### config.mk
export PLATFORM = sky130hd
export DESIGN_NAME = pwd_lock_ctrl
export DESIGN_NICKNAME = d
export VERILOG_FILES = /design/src/rtl/pwd_lock_pkg.sv /design/src/rtl/lock_timer.sv /design/src/rtl/pwd_lock_ctrl.sv
export SDC_FILE = /design/constraint.sdc
export NUM_CORES = 1
export LEC_CHECK = 0
export ABC_AREA = 1
export CAP_MARGIN = 0
export CELL_PAD_IN_SITES_DETAIL_PLACEMENT = 1
export CELL_PAD_IN_SITES_GLOBAL_PLACEMENT = 1
export CORE_AREA = 2 2 76 150
export DETAILED_ROUTE_END_ITERATION = 10
export DIE_AREA = 0 0 78 152
export PLACE_DENSITY_LB_ADDON = 0.1
export REMOVE_ABC_BUFFERS = 1
export SYNTH_ARGS = -nofsm -noshare
export SYNTH_HDL_FRONTEND = slang
export SYNTH_SLANG_ARGS = --single-unit
### constraint.sdc
create_clock -name clk -period 8.5 [get_ports clk]
set_clock_uncertainty 0.15 [all_clocks]
set_input_delay 2.55 -clock clk [delete_from_list [all_inputs] [get_ports clk]]
set_output_delay 2.55 -clock clk [all_outputs]
set_load 0.005 [all_outputs]
### src/rtl/pwd_lock_pkg.sv
// Shared types and constants for the password-lock controller.
package pwd_lock_pkg;

  typedef enum logic [1:0] {
    StIdle     = 2'b00,
    StUnlocked = 2'b01,
    StAlarm    = 2'b10,
    StSet      = 2'b11
  } state_e;

  localparam int unsigned DIGIT_W     = 4;
  localparam logic [3:0]  BLANK_DIGIT = 4'hF;
  localparam int unsigned TIMER_W     = 32;

endpackage

### src/rtl/lock_timer.sv
// Loadable 32-bit down-counter; done is a registered flag that is high while the count is zero.
module lock_timer
  import pwd_lock_pkg::*;
(
  input  logic               clk,
  input  logic               rst,
  input  logic               load,
  input  logic [TIMER_W-1:0] value,
  input  logic               enable,
  output logic               done
);

  logic [TIMER_W-1:0] count_q;

  always_ff @(posedge clk) begin
    if (rst) begin
      count_q <= '0;
      done    <= 1'b1;
    end else if (load) begin
      count_q <= value;
      done    <= (value == '0);
    end else if (enable && (count_q != '0)) begin
      count_q <= count_q - TIMER_W'(1);
      done    <= (count_q == TIMER_W'(1));
    end
  end

endmodule

### src/rtl/pwd_lock_ctrl.sv
// Password-lock controller: digit entry, compare, fail counting, timed unlock and alarm lockout.
// Password change mode (SET state) is built only when PWD_LOCK_CHANGE_PW_EN is defined.
module pwd_lock_ctrl
  import pwd_lock_pkg::*;
#(
  parameter int unsigned         PW_LEN         = 4,
  parameter logic [4*PW_LEN-1:0] DEFAULT_PW     = 16'h1234,
  parameter int unsigned         MAX_TRIES      = 3,
  parameter logic [31:0]         UNLOCK_CYCLES  = 32'd500_000_000,
  parameter logic [31:0]         LOCKOUT_CYCLES = 32'd1_000_000_000
) (
  input  logic                        clk,
  input  logic                        rst,
  input  logic [3:0]                  digit_in,
  input  logic                        digit_pulse,
  input  logic                        confirm_pulse,
  input  logic                        clear_pulse,
  input  logic                        set_pulse,
  output logic                        unlock,
  output logic                        alarm,
  output logic [$clog2(PW_LEN+1)-1:0] entry_cnt,
  output logic [4*PW_LEN-1:0]         entry_buf,
  output logic [3:0]                  fail_cnt,
  output logic [1:0]                  state_code
);

  localparam int unsigned CNT_W = $clog2(PW_LEN+1);
  localparam int unsigned BUF_W = DIGIT_W * PW_LEN;
  localparam logic [3:0]  MAX_T = 4'(MAX_TRIES);
  localparam logic [BUF_W-1:0] BLANK_BUF = {PW_LEN{BLANK_DIGIT}};

`ifdef PWD_LOCK_CHANGE_PW_EN
  localparam bit ChangeEn = 1'b1;
`else
  localparam bit ChangeEn = 1'b0;
`endif

  state_e             state_q;
  logic [BUF_W-1:0]   pw_q;
  logic               clr_p, cfm_p, set_p, dig_p;
  logic               entry_full, match, digit_ok;
  logic [BUF_W-1:0]   buf_shift;
  int unsigned        slot;
  logic [3:0]         fail_inc;
  logic               tmr_load, tmr_en, tmr_done;
  logic [TIMER_W-1:0] tmr_value;

  assign state_code = state_q;

  always_comb begin
    // Only the highest-priority pulse of a cycle survives.
    clr_p = clear_pulse;
    cfm_p = confirm_pulse & ~clear_pulse;
    set_p = ChangeEn & set_pulse & ~clear_pulse & ~confirm_pulse;
    dig_p = digit_pulse & ~clear_pulse & ~confirm_pulse & ~set_p;

    entry_full = (entry_cnt == CNT_W'(PW_LEN));
    match      = entry_full && (entry_buf == pw_q);
    digit_ok   = dig_p && (digit_in <= 4'd9) && !entry_full;

    buf_shift = entry_buf;
    slot      = PW_LEN - 32'(entry_cnt) - 1;
    if (!entry_full) begin
      buf_shift[DIGIT_W*slot +: DIGIT_W] = digit_in;
    end

    fail_inc = (fail_cnt >= MAX_T) ? MAX_T : fail_cnt + 4'd1;

    tmr_load  = 1'b0;
    tmr_value = '0;
    if ((state_q == StIdle) && cfm_p) begin
      if (match) begin
        tmr_load  = 1'b1;
        tmr_value = UNLOCK_CYCLES - 32'd1;
      end else if (fail_inc == MAX_T) begin
        tmr_load  = 1'b1;
        tmr_value = LOCKOUT_CYCLES - 32'd1;
      end
    end
    // SET leaves the timer frozen.
    tmr_en = (state_q == StUnlocked) || (state_q == StAlarm);
  end

  lock_timer u_lock_timer (
    .clk    (clk),
    .rst    (rst),
    .load   (tmr_load),
    .value  (tmr_value),
    .enable (tmr_en),
    .done   (tmr_done)
  );

  always_ff @(posedge clk) begin
    if (rst) begin
      state_q   <= StIdle;
      unlock    <= 1'b0;
      alarm     <= 1'b0;
      entry_cnt <= '0;
      entry_buf <= BLANK_BUF;
      fail_cnt  <= '0;
      pw_q      <= DEFAULT_PW;
    end else begin
      case (state_q)
        StIdle: begin
          if (clr_p) begin
            entry_cnt <= '0;
            entry_buf <= BLANK_BUF;
          end else if (cfm_p) begin
            entry_cnt <= '0;
            entry_buf <= BLANK_BUF;
            if (match) begin
              state_q  <= StUnlocked;
              unlock   <= 1'b1;
              fail_cnt <= '0;
            end else begin
              fail_cnt <= fail_inc;
              if (fail_inc == MAX_T) begin
                state_q <= StAlarm;
                alarm   <= 1'b1;
              end
            end
          end else if (digit_ok) begin
            entry_buf <= buf_shift;
            entry_cnt <= entry_cnt + CNT_W'(1);
          end
        end
        StUnlocked: begin
          if (clr_p || tmr_done) begin
            state_q <= StIdle;
            unlock  <= 1'b0;
          end else if (set_p) begin
            state_q   <= StSet;
            entry_cnt <= '0;
            entry_buf <= BLANK_BUF;
          end
        end
        StAlarm: begin
          if (tmr_done) begin
            state_q  <= StIdle;
            alarm    <= 1'b0;
            fail_cnt <= '0;
          end
        end
        StSet: begin
          if (clr_p || cfm_p) begin
            if (cfm_p && entry_full) begin
              pw_q <= entry_buf;
            end
            state_q   <= StIdle;
            unlock    <= 1'b0;
            entry_cnt <= '0;
            entry_buf <= BLANK_BUF;
          end else if (digit_ok) begin
            entry_buf <= buf_shift;
            entry_cnt <= entry_cnt + CNT_W'(1);
          end
        end
        default: state_q <= StIdle;
      endcase
    end
  end

endmodule
==> results.toml <==
[outcome]
status = "finished, final reports clean"

[timing]
period_share_pct = 58.2
hold_violations = 0
finalMaxSlewViolations = 0
period_needed_ps = 4950
tightestPinTransition_ps = 764
rsz0062_at_grt = "false"
slew_headroom_pct = 48.5
finalSetupViolations = 0
layout_setup_ws_ps = 3550
setup-tns-final_ps = 0
fmax_mhz = 202

[synthesis]
ys_async_sr_fraction_pct = 0
yosysMostFrequentCell = "nand2_1"
synth-simple-area-share_pct = 35.1
synth_top_area_share_pct = 31.5
syn_avg_cell_area_um2 = 6.66
synth_ff_type = "dfxtp_1"
synthXorXnorAreaFrac_pct = 4.87
synth_fa_ha_area_share_pct = 4.92
synth_compound_area_share_pct = 15.8
synth_top_family_by_area = "simple AND/OR/NAND/NOR gates"
yosys_warnings = 0
synthMuxAreaShare_pct = 0
synth.cell_area_um2 = 4830
ys_top_cells_by_count = "144 x nand2_1, 110 x nor2_1, 76 x dfxtp_1"
ys_seq_area_share_pct = 31.5
yosysTopAreaCell = "dfxtp_1"
ys_seq_elements = 76
synthTopCellsByArea = "dfxtp_1 31%, nand2_1 11%, nor2_1 8.5%"
synth_edf_count = 0
synthDistinctLibCells = 45
syn-instance-count = 726

[clocking]
cts_sinks = 76
hold_buffers = 0
cts_buffers = 9
post_cts_buffers = 0
cts_resized = 0
cts.clk_slew.worst_paths_ps = 60
cts_buffer_depth = 2
htreeDepth = 3
clk_latency_ps = 340
cts_tree = "built"
root_buffer = "clkbuf_16"

[worst_setup_path]
r2r_cells = 21
crit_required_ps = 8540
critPathMaxFanout = 14
crit_type = "in2reg"
critPathLaunchType = "input port"
cp.arrival_ps = 4990
r2r_slack_ps = 4500
cp-end-kind = "flop"
slowest_delay_ps = 440
crit_chain = "clkdlybuf4s50_1 > or2_1 > inv_1 > nand4_2 > clkinv_1 > nand3_2 > inv_1 > o21ai_0 > o21ai_0 > o211ai_1"
cp_slowest_cell = "clkdlybuf4s50_1"

[floorplan]
fp.dieW_um = 78
fp.dieArea_um2 = 11900
coreArea_um2 = 10800
die_h_um = 152
io_pins = 37
num_rows = 54
start_util_pct = 44.7

[final_layout]
num_antenna_cells = 0
layout.nets = 783
final_area_um2 = 5600
fill_cells = 1455
drive_gt1_share_pct = 7.51
area_growth_pct = 15.9

[min_path]
holdCritPathClass = "reg2reg"
hold_path_depth = 2

[power_and_ir_drop]
ir_worst_vdd_uv = 142
p_sw_share_pct = 46.1
p_int_mw = 1.07
seq_power_share_pct = 26.8
p_leak_nw = 2.53
power_frac_comb_pct = 52.1
p_clk_share_pct = 21.1
power.density_nw_per_um2 = 354
total_power_mw = 1.98
power.switching_uw = 913

[place]
place_area_um2 = 5280
dp_hpwl_um = 11600
dp_slack_ps = 3200
routabilityCongestion = 0.890
io_buffer_count = 35

[detailed_routing]
drc_errors = 0
wire_per_inst_um = 17.3
vias = 5042
wirelength_um = 15500
drt_iter0_markers = 201
ant_nets = 0
drt-vias-per-instance = 5.61
dr.pass1.iters = 4

[grt]
grt_use_total_pct = 27.0
grt_max_degree = 42
grt.overflow.total = 0
grt_antenna_before_repair = 0
grt_pass1_wl_um = 25800
grt_pass1_vias = 5441

[job]
maxCapViolCount = 0
==> power by group through the flow <==
stage | clock network (mW) | registers, mW | logic, mW
after floorplan | 0 | 0.511 | 0.725
after global placement | 0 | 0.531 | 0.979
after detailed placement | 0 | 0.536 | 1.02
after CTS | 0.423 | 0.530 | 1.04
after global routing | 0.436 | 0.543 | 1.16
final | 0.418 | 0.530 | 1.03
==> per-stage QoR <==
| step | utilization, % | std cells | hold WS (ps) |
|---|---|---|---|
| after floorplan | - | 705 | 301 |
| after global placement | 48.9 | 883 | 313 |
| after detailed placement | 48.9 | 883 | 328 |
| after CTS | 51.8 | 899 | 336 |
| after global routing | 51.8 | 899 | 361 |
| final | 51.8 | 899 | 333 |
==> state kept, by name (all words and copies together) (netlist names) <==
name	cells
alarm	1
fail_cnt	4
entry_cnt	3
u_lock_timer.done	1
entry_buf	16
unlock	1
pw_q	16
u_lock_timer.count_q	32
state_code	2
==> cell type report <==
cell class	count	area, um2	share of cell area [%]
Multi-Input combinational cell	557	2940	52.5
Sequential cell	76	1520	27.2
Timing Repair Buffer	38	373	6.66
Inverter	72	273	4.87
Clock buffer	10	229	4.09
Tap cell	140	175	3.13
Clock inverter	6	88.8	1.59
==> path summary, 6_finish.rpt <==
path / end / start
setup / recovery: entry_buf[13]$_SDFFE_PP1P_ / clear_pulse
hold / removal: pw_q[3]$_SDFFE_PP0P_ / pw_q[3]$_SDFFE_PP0P_
setup reg to reg: entry_buf[3]$_SDFFE_PP1P_ / entry_cnt[0]$_SDFFE_PP0P_
hold reg to reg: pw_q[3]$_SDFFE_PP0P_ / pw_q[3]$_SDFFE_PP0P_
==> layout by cell type, fill, tap and decap left out, types with 14 or more instances in the layout <==
cell type and n:
nand4_1 22, inv_1 65, xor2_1 15, nand3_1 39, dfxtp_1 76, a21oi_1 72
clkdlybuf4s50_1 35, nand2_1 144, ha_1 19, nor3_1 14, nor2_1 110, o21ai_0 52
==> cells by family (layout without fill, tap and decap cells) <==
logic type / after synthesis / after routing
compound gates: 143 / 143
xor+xnor: 26 / 26
fa+ha+maj: 19 / 19
buf+inv: 93 / 126
flops: 76 / 76
simple gates: 369 / 369
==> critical path: cells and delay by family <==
kind	cells	cell delay, ps
simple gates	3	800
compound gates	3	370
buf+inv	4	1260
==> layer usage <==
| metal | up-vias | track usage (%) | wire length [um] |
|---|---|---|---|
| li1 | 2454 | - | - |
| met1 | 2482 | 24.7 | 5480 |
| met2 | 71 | 56.4 | 9260 |
| met3 | 35 | 3.44 | 269 |
| met4 | 0 | 10.5 | 499 |
| met5 | - | 0 | 0 |
Note: power is estimated with default switching activity, not from simulation.
==> RTL edit 1 (config.mk and constraints unchanged) <==
Add a define of `PWD_LOCK_CHANGE_PW_EN`.
--- a/src/rtl/pwd_lock_ctrl.sv
+++ b/src/rtl/pwd_lock_ctrl.sv
@@ -1,5 +1,7 @@
 // Password-lock controller: digit entry, compare, fail counting, timed unlock and alarm lockout.
 // Password change mode (SET state) is built only when PWD_LOCK_CHANGE_PW_EN is defined.
+`define PWD_LOCK_CHANGE_PW_EN
+
 module pwd_lock_ctrl
   import pwd_lock_pkg::*;
 #(
Formal check against the unedited RTL: not equivalent (Yosys sat finds a counterexample within 4 cycles, from zero or initial values and one cycle with rst high).
==> RTL edit 1 against the original RTL <==
Cell area grew 7.4%. Worst setup slack gained 310 ps. Sequential cell count is the same. Power grew 13%. Area after synthesis grew 8.8%. Wire length grew 20%. First-iteration DRC count shrank 1.5%. Global-route usage grew 4.7 points. Critical endpoint is now entry_buf[14]. Highest routed layer unchanged.
==> RTL edit 1: results (changes against the original RTL) <==
metric	value	unit	change
place_area	5710	um^2	+8.2%
grtUsageTotal	31.7	%	+4.7 points
grt_pass1_vias	6193		+14%
dp.cells	996		+13%
drtIter0Drc	198		-1.5%
yosysUniqueCellTypes	40		-11%
hold_end	fail_cnt[3]		
pre_cts_ws	3560	ps	+351 ps
max-vdd-ir-drop	0.214	mV	+50%
hp-class	flip-flop to flip-flop		
cts_buffers	9		unchanged
dr.pass1.iters	5		+1
p_leak	3.09	nW	+22%
grt_pass1_wl	29.6	mm	+15%
hold_path.startpoint	fail_cnt[3]		
r2r_slack	4820	ps	+320 ps
wl	18.6	mm	+20%
clkTransAtPathRegs	70	ps	
nFillCells	1516		+4.2%
timing.rr.end	entry_buf[14]		
final_layout_size_suffix_gt1_share	8.37	%	+0.86 points
grt_max_degree	34		-19%
async_flop_share	0	%	unchanged
cts_buffer_depth	2		unchanged
yosys-top-cells-count	236 x nand2_1, 123 x nor2_1, 106 x inv_1		
ctsResizeCount	0		unchanged
netlist_instances	836		+15%
relSlewSlack	32.8	%	-16 points
path_max_fanout	14		unchanged
htreeDepth	3		unchanged
antenna_cells	0		unchanged
vias	5634		+12%
gp_congestion	0.886		-0.42%
top_regs	u_lock_timer.count_q (32), entry_buf (16), pw_q (16)		
nets	896		+14%
root_buffer	clkbuf_16		
ys_seq_area_share	29.0	%	-2.5 points
place_hpwl	14.2	mm	+22%
status	completed		
wire_per_inst	18.4	um	+6.4%
cp.arrival	4710	ps	-280 ps
min_path_cells	2		unchanged
antenna_found_initial	0		unchanged
reg2reg_depth	16		-24%
synth.area.top_cells	dfxtp_1 29%, nand2_1 17%, nor2_1 8.8%		
ys_warn_count	0		unchanged
port_buffers	36		+2.9%
crit-reg2reg-launch	entry_cnt[0]		
==> RTL edit 1: cell count changes in the layout (fill, tap and decap cells not counted), sizes merged, moves of 4 or more <==
cell and delta:
or2 -8, nand2 +93, o21bai +9, o211ai -7, nor2 +21, o31ai +4, nand3b +5, a21oi -28
inv +46, o21ai -22, nand3 +18, xnor2 -10
==> RTL edit 1: worst max-delay path by stage <==
stage / startpoint / endpoint / depth (start not counted)
after CTS: clear_pulse / entry_buf[14] / 9
after global placement: confirm_pulse / entry_cnt[1] / 8
final: clear_pulse / entry_buf[14] / 9
after floorplan: clear_pulse / pw_q[0] / 6
after detailed placement: clear_pulse / entry_buf[14] / 9
after global routing: clear_pulse / entry_buf[14] / 9
==> RTL edit 1: through the flow <==
step	total power, mW	hold WS (ps)
6_report	2.24	321
5_1_grt	2.40	350
4_1_cts	2.23	323
3_5_place_dp	1.81	313
3_3_place_gp	1.75	296
2_1_floorplan	1.39	297
==> RTL edit 1: kinds of logic (layout without fill, tap and decap cells) <==
kind of cell | Yosys count | after routing | synth area share, %
and+or+nand+nor | 494 | 494 | 43.1
DFF | 76 | 76 | 29.0
xor gates and xnor gates | 16 | 16 | 2.67
buffers and inverters | 136 | 172 | 10.5
adders and majority gates | 19 | 19 | 4.52
AOI/OAI and AO/OA | 95 | 95 | 10.2
==> RTL edit 1: power by group <==
group          total, mW  switching [mW]  leakage [nW]  internal [mW]
Clock              0.396           0.167         0.146          0.229
Combinational       1.30           0.869          2.33          0.426
Sequential         0.546           0.106         0.618          0.440
Total               2.24            1.14          3.09           1.10
==> RTL edit 1: layout make-up <==
type                            instances  area (um^2)  share of cell area (%)
Clock buffer                            9          225                    3.75
Clock inverter                          7         73.8                    1.23
Inverter                              116          440                    7.32
Multi-Input combinational cell        624         3190                    53.0
Sequential cell                        76         1520                    25.3
Tap cell                              140          175                    2.91
Timing Repair Buffer                   40          390                    6.49
==> RTL edit 1: layer usage <==
layer  share of wire (%)  global-route usage, %
met1                  32                   27.1
met2                  59                   64.5
met3                 2.4                   3.80
met4                 6.1                   20.4
met5                   0                      0
==> RTL edit 1: worst max-delay path, cell delays in order <==
cell and delay [ps]:
clkdlybuf4s50_1 510, nor2_4 200, inv_1 100, nor2_1 760, nand2_1 130, inv_1 160
nand2_1 70, o21ai_1 130, nand2_1 100
==> RTL edit 2 (config.mk and constraints unchanged) <==
Made on the original files. Reset style: asynchronous (`rst`), changed in 2 clocked blocks.
--- a/src/rtl/lock_timer.sv
+++ b/src/rtl/lock_timer.sv
@@ -12,7 +12,7 @@
 
   logic [TIMER_W-1:0] count_q;
 
-  always_ff @(posedge clk) begin
+  always_ff @(posedge clk or posedge rst) begin
     if (rst) begin
       count_q <= '0;
       done    <= 1'b1;
--- a/src/rtl/pwd_lock_ctrl.sv
+++ b/src/rtl/pwd_lock_ctrl.sv
@@ -90,7 +90,7 @@
     .done   (tmr_done)
   );
 
-  always_ff @(posedge clk) begin
+  always_ff @(posedge clk or posedge rst) begin
     if (rst) begin
       state_q   <= StIdle;
       unlock    <= 1'b0;
Behaviour: differs if rst is asserted again (counterexample within 4 cycles, from zero or initial values and one cycle with rst high); with rst held inactive, the same outputs for 4 cycles.
==> RTL edit 2 against the original RTL <==
Worst setup slack got worse by 150 ps. Cell area rose by 5.7%. First-iteration DRC count up 10%. Count of clock-buffer cells in the layout unchanged. Area after synthesis is 6.7% higher. Critical path depth stayed put. Die area unchanged. Power decreased by 27%. Via count decreased by 1.2%. Global-route usage grew 1.5 points. Wire length is 4.5% higher. Sequential power down 9.8%. Sequential cell count did not move. Critical path type unchanged.
==> RTL edit 2: results (changes against the original RTL) <==
metric	value	unit	change
pre_cts_ws	3040	ps	-162 ps
async_flop_share	100	%	+100 points
cp.arrival	5170	ps	+180 ps
path_max_fanout	25		+11
grtUsageTotal	28.5	%	+1.5 points
htreeDepth	3		unchanged
place_hpwl	12.6	mm	+8.2%
reg2reg_depth	17		-19%
top_regs	u_lock_timer.count_q (32), entry_buf (16), pw_q (16)		
yosys-top-cells-count	171 x nand2_1, 98 x inv_1, 91 x nor2_1		
antenna_cells	0		unchanged
gp_congestion	0.938		+5.5%
dp.cells	884		+0.11%
post_cts_buffers	0		unchanged
nFillCells	1431		-1.6%
cts_buffers	9		unchanged
crit-reg2reg-launch	entry_cnt[0]		
hp-class	flip-flop to flip-flop		
cts_buffer_depth	2		unchanged
tns	0	ps	unchanged
status	completed		
ctsResizeCount	0		unchanged
grt_pass1_vias	5554		+2.1%
drtIter0Drc	222		+10%
clkLatencyLatePin	340	ps	about the same
port_buffers	35		unchanged
netlist_instances	722		-0.55%
antenna_found_initial	0		unchanged
relSlewSlack	30.9	%	-18 points
ys_seq_area_share	37.4	%	+5.9 points
p_leak	2.81	nW	+11%
ys_warn_count	0		unchanged
max-vdd-ir-drop	0.143	mV	+0.52%
clkTransAtPathRegs	70	ps	
synth_edf_count	0		unchanged
critPathKind	input pin to flip-flop		
vias	4984		-1.2%
grt_pass1_wl	26.6	mm	+3.2%
min_path_cells	2		unchanged
dr.pass1.iters	4		unchanged
yosysUniqueCellTypes	41		-8.9%
root_buffer	clkbuf_16		
place_area	5610	um^2	+6.3%
nets	784		+0.13%
synth.area.top_cells	dfrtp_1 26%, nand2_1 12%, dfstp_2 11%		
timing.fmax	0.196	GHz	-2.9%
wire_per_inst	18.0	um	+4.4%
hold_path.startpoint	unlock		
cp-startpoint	confirm_pulse		
synth-main-ff-cell	dfrtp_1		
grt_max_degree	77		+83%
final_layout_size_suffix_gt1_share	10.1	%	+2.6 points
fin_cells	900		+0.11%
==> RTL edit 2: where the power goes <==
group          switching [mW]  leakage, nW  internal (mW)  total [mW]
clock network           0.167        0.150          0.238       0.406
logic                   0.376         1.76          0.183       0.559
registers              0.0548        0.898          0.423       0.478
total                   0.598         2.81          0.845        1.44
==> RTL edit 2: layout make-up <==
class	count	area (um^2)	share of cell area [%]
Timing Repair Buffer	37	365	6.17
Inverter	105	395	6.68
Clock inverter	6	70.1	1.18
Multi-Input combinational cell	526	2750	46.4
Tap cell	140	175	2.96
Clock buffer	10	239	4.04
Sequential cell	76	1930	32.6
==> RTL edit 2: layer usage <==
layer,global-route usage (%),wire length (um)
met1,26.8,5610
met4,14.5,716
met5,0,0
met3,3.50,307
met2,57.2,9580
==> RTL edit 2: cells by family (layout without fill, tap and decap cells) <==
group,count (synthesis),after routing,share of synthesized area (%)
xor gates and xnor gates,25,25,4.25
DFF,76,76,37.4
buffers and inverters,120,158,9.34
muxes,2,2,0.437
adders and majority gates,19,19,4.61
and+or+nand+nor,402,402,35.3
AOI/OAI and AO/OA,78,78,8.61
==> RTL edit 2: critical path, cell delays in order <==
cell and delay (ps):
clkdlybuf4s50_1 450, inv_1 50, nor2_1 200, nand2_1 140, inv_1 200, nand2_1 430, nand2_2 440, inv_2 300
nand2_2 270, o21ai_0 110
==> RTL edit 2: final timing paths <==
kind | end | slack [ps]
setup reg to reg | entry_buf[1] | 4400
setup / recovery | u_lock_timer.count_q[0] | 3400
min in group asynchronous | pw_q[3] | 2690
hold / removal | unlock | 350
hold reg to reg | unlock | 350
max in group asynchronous | entry_cnt[2] | 4830
